--- config.mk ---
export PLATFORM = sky130hd
export DESIGN_NAME = nios_dut_pio_arbiter
export DESIGN_NICKNAME = d
export VERILOG_FILES = /design/src/rtl/nios_dut_pio_arbiter.sv
export SDC_FILE = /design/constraint.sdc
export NUM_CORES = 1
export LEC_CHECK = 0
export ABC_AREA = 1
export BUFFER_PORTS_ARGS = -buffer_cell sky130_fd_sc_hd__buf_2
export CORE_ASPECT_RATIO = 1.75
export CORE_MARGIN = 4
export CORE_UTILIZATION = 45
export CTS_CLUSTER_SIZE = 14
export DETAILED_ROUTE_END_ITERATION = 8
export HOLD_SLACK_MARGIN = 0.05
export MAX_ROUTING_LAYER = met4
export PLACE_DENSITY = 0.79
export SLEW_MARGIN = 10
export SYNTH_ARGS = -nofsm -noshare
export SYNTH_HDL_FRONTEND = slang
export SYNTH_SLANG_ARGS = --single-unit
--- constraint.sdc ---
create_clock -name clk -period 3.6 [get_ports clk]
set_input_delay 0.54 -clock clk [delete_from_list [all_inputs] [get_ports clk]]
set_output_delay 0.54 -clock clk [all_outputs]
set_load 0.01 [all_outputs]
--- src/rtl/nios_dut_pio_arbiter.sv ---
// nios_dut_pio_arbiter: round-robin arbiter turning requester write/set/clear ops into Avalon writes on one 8-bit PIO
// Ports: clk, reset_n (sync, active low); req/req_op/req_data per-requester request level, op and value/mask;
// ack one-cycle grant completion; err reserved-op pulse; m_* Avalon-MM master to the PIO slave;
// shadow predicted PIO out_port; busy high while writing or settling.
module nios_dut_pio_arbiter #(
  parameter int NUM_REQ = 3,
  parameter int HOLD_CYCLES = 4
) (
  input  logic                   clk,
  input  logic                   reset_n,
  input  logic [NUM_REQ-1:0]     req,
  input  logic [2*NUM_REQ-1:0]   req_op,
  input  logic [8*NUM_REQ-1:0]   req_data,
  output logic [NUM_REQ-1:0]     ack,
  output logic                   err,
  output logic [2:0]             m_address,
  output logic                   m_chipselect,
  output logic                   m_write_n,
  output logic [31:0]            m_writedata,
  output logic [7:0]             shadow,
  output logic                   busy
);
  localparam int IW = NUM_REQ > 1 ? $clog2(NUM_REQ) : 1;
  localparam logic [7:0] HOLD_LOAD = HOLD_CYCLES > 0 ? 8'(HOLD_CYCLES - 1) : 8'd0;
  typedef enum logic [1:0] {IDLE, WRITE, HOLD} state_t;
  state_t state, state_nx;
  logic [IW-1:0] grant, last_grant, pick, cand;
  logic [1:0] op;
  logic [7:0] data, cnt;
  logic found, strobe;
  logic [1:0] ops [NUM_REQ];
  logic [7:0] dats [NUM_REQ];
  for (genvar g = 0; g < NUM_REQ; g++) begin : g_unpack
    assign ops[g] = req_op[2*g +: 2];
    assign dats[g] = req_data[8*g +: 8];
  end
  // search upward from the requester after the last one served, so it ends up lowest priority
  always_comb begin
    found = 1'b0;
    pick = last_grant;
    cand = last_grant;
    for (int k = 1; k <= NUM_REQ; k++) begin
      cand = IW'((int'(last_grant) + k) % NUM_REQ);
      if (!found && req[cand]) begin
        found = 1'b1;
        pick = cand;
      end
    end
  end
  always_comb begin
    state_nx = state == IDLE ? (found ? WRITE : IDLE) :
               state == WRITE ? (HOLD_CYCLES > 0 ? HOLD : IDLE) :
               (cnt == 8'd0 ? IDLE : HOLD);
    strobe = state == WRITE && op != 2'b11;
    ack = state == WRITE ? NUM_REQ'(1) << grant : '0;
    err = state == WRITE && op == 2'b11;
    m_chipselect = strobe;
    m_write_n = !strobe;
    m_address = !strobe ? 3'd0 : op == 2'b01 ? 3'd4 : op == 2'b10 ? 3'd5 : 3'd0;
    m_writedata = strobe ? {24'd0, data} : 32'd0;
    busy = state != IDLE;
  end
  always_ff @(posedge clk) begin
    if (!reset_n) begin
      state <= IDLE;
      grant <= '0;
      last_grant <= IW'(NUM_REQ - 1);
      op <= 2'b00;
      data <= 8'd0;
      cnt <= 8'd0;
      shadow <= 8'd0;
    end else begin
      state <= state_nx;
      if (state == IDLE && found) begin
        grant <= pick;
        op <= ops[pick];
        data <= dats[pick];
      end
      if (state == WRITE) begin
        last_grant <= grant;
        cnt <= HOLD_LOAD;
        shadow <= op == 2'b00 ? data : op == 2'b01 ? shadow | data : op == 2'b10 ? shadow & ~data : shadow;
      end else if (state == HOLD) begin
        cnt <= cnt - 8'd1;
      end
    end
  end
endmodule
==> flow_summary_export.csv <==
group,metric,value,unit
clock_network,post-cts-setup-buffers,0,
hold_path,hp-class,"reg -> reg",
drt,dr.first_iter.drc_count,35,
floorplanning,die_h,103.9,µm
synth,yosys-top-cells-count,"nand2_1 (68), nor2_1 (63), inv_1 (43)",
power,p_switching,1.289,mW
sta,setup_tns,0,ps
setup_path,cp_data_arrival_time,2010,ps
power,swShare,52.76,%
status,status,"completed",
layout,drive_above_1_share,23.08,%
drt,ant_nets,0,
floorplanning,design.die.area,0.006530,mm²
synth,synth_top_area_share,27.06,%
sta,max_freq,391.9,MHz
synth,synth.area.top_cells,"dfxtp_1 (27%), nand2_1 (11%), nor2_1 (10%)",
global_routing,grt_overflow,0,
synth,synth_seq_cells,32,
power,ir_drop,0.5689,mV
layout,fill_cells,529,
place,hpwl,4355,µm
setup_path,critical_path_class,"reg -> out",
clock_network,post_cts_resized,0,
power,clockPowerShare,11.7,%
clock_network,cts.sinks,32,
drt,post-route-drc-count,0,
sta,slew_headroom,62.75,%
power,p_leak,1.421,nW
floorplanning,die_w,62.83,µm
drt,wl_per_cell,11.41,µm
layout,antenna_cells,0,
global_routing,track_usage,17.54,%
synth,postSynthAreaPerCell,6.594,µm²
clock_network,cts_tree,"yes",
place,portBuffers,59,
global_routing,antenna_found_initial,0,
synth,synth.largest_area_cell,"dfxtp_1",
power,p_per_area,915.1,mW/mm²
clock_network,cts.clk_slew.worst_paths,70,ps
setup_path,cp.required,3060,ps
synth,synthArstFlopShare,0,%
power,comb_power_share,65.9,%
floorplanning,core_area,0.005020,mm²
drt,route.vias.total,2274,
run,drv_cap,0,
floorplanning,rows,34,
synth,synth_edf_count,0,
global_routing,grt_pass1_vias,2106,
setup_path,critPathMaxFanout,11,
clock_network,cts_hold_buffers,0,
drt,drtPass1Iterations,4,
clock_network,cts_made_buffers,5,
setup_path,cp-end-kind,"primary output",
sta,hold_violations,0,
layout,nNetsFinal,463,
synth,ys.flop_type,"dfxtp_1",
floorplanning,ios,85,
layout,area_growth,12.74,%
clock_network,cts_max_level,2,
sta,finClkSkew,8.619,ps
floorplanning,start_util,47.16,%
synth,syn_inst,359,
clock_network,cts-root-buf,"clkbuf_8",
global_routing,grt_max_degree,26,
sta,slew_violations,0,
global_routing,grt_pass1_wl,9114,µm
sta,period_share,70.88,%
power,internal-power,1.154,mW
power,pwr-share-seq,22.4,%
sta,period_needed,2552,ps
setup_path,startpoint_type,"register",
clock_network,clk_latency,290,ps
synth,synthesis.area,0.002367,mm²
sta,setup_viol,0,
synth,synth.most_common_cell,"nand2_1",
sta,rsz0062_at_grt,"false",
sta,max_slew.worst_pin.slew,558.2,ps
synth,ys_types,32,
drt,vias_per_cell,4.838,
synth,synth-seq-area-share,27.06,%
synth,synth_warnings,0,
drt,routed_wirelength,5364,µm
clock_network,clk_path_buf_depth,2,
place,gp_congestion,0.8850,
power,total_power,2.442,mW
sta,holdWs,458.2,ps
[worst max-delay path, cell delays in order (launching register included)]
cell,delay [ps]
dfxtp_1,320
inv_1,70
ha_1,240
inv_1,140
nor2_2,320
inv_1,270
nor2_1,210
buf_2,160
[per-stage QoR]
stage	worst slack (ps)	instances	instance area, µm²	util (%)
after detailed placement	1261	462	2575	51.30
after CTS	1029	470	2669	53.17
after global routing	878.2	470	2669	53.17
after global placement	1351	462	2575	51.30
final	1048	470	2669	53.17
after floorplan	1595	383	2457	-
[worst paths after layout]
check | end | depth (start not counted) | startpoint | slack [ps]
worst max-delay path | m_writedata[2] | 7 | state[1] | 1050
worst min-delay path | register | 2 | register | 460
worst min register to register | register | 2 | register | 460
worst max register to register | data[5] | 13 | last_grant[0] | 1260
[layout by cell type, fill, tap and decap left out, types with 2 or more instances in the layout]
| master | synthesis | routed |
|---|---|---|
| dfxtp_1 | 32 | 32 |
| o21ai_0 | 22 | 22 |
| xor2_1 | 2 | 2 |
| o211ai_1 | 3 | 3 |
| nand3_1 | 25 | 25 |
| a21oi_1 | 11 | 11 |
| inv_1 | 43 | 43 |
| nand2_4 | 2 | 2 |
| nor3_1 | 3 | 3 |
| nand3_2 | 11 | 11 |
| nand2_2 | 5 | 5 |
| nor2_1 | 63 | 63 |
| nand3_4 | 2 | 2 |
| a31oi_1 | 2 | 2 |
| inv_2 | 5 | 5 |
| nor2_4 | 2 | 2 |
| buf_2 | 1 | 59 |
| clkbuf_8 | 0 | 6 |
| conb_1 | 1 | 25 |
| nor2_2 | 2 | 2 |
| nand2_1 | 68 | 68 |
| ha_1 | 13 | 13 |
[logic make-up (layout without fill, tap and decap cells)]
family	Yosys count	in the layout	share of synthesized area (%)
compound gates	41	41	9.302
other cells	1	25	0.1584
fa+ha+maj	13	13	6.871
xor+xnor	3	3	1.110
simple gates	186	186	37.37
flops	32	32	27.06
buf+inv	83	116	18.13
[metal layers]
metal | track usage (%) | share of wire (%) | vias up | routed length, µm
met5 | - | 0 | - | 0
met4 | 8.057 | 1.8 | 0 | 99
met3 | 3.568 | 5.6 | 10 | 301
met2 | 31.93 | 52 | 78 | 2806
met1 | 17.61 | 40 | 1002 | 2156
li1 | - | - | 1184 | -
[power groups by stage]
stage	combinational, mW	sequential, mW	clock (mW)
after global routing	1.85	0.561	0.312
after CTS	1.62	0.544	0.292
after floorplan	1.39	0.537	0
final	1.61	0.546	0.286
after global placement	1.59	0.547	0
after detailed placement	1.61	0.551	0
[cell type report]
cell class | instances | area (µm²) | share of cell area [%]
tap | 54 | 67.56 | 2.532
multi-input combinational | 268 | 1388 | 51.99
timing repair buffer | 59 | 295.3 | 11.06
sequential | 32 | 640.6 | 24.00
clock inverter | 1 | 7.507 | 0.2813
clock buffer | 7 | 86.33 | 3.235
inverter | 49 | 183.9 | 6.892
(Power assumes the default switching activity.)
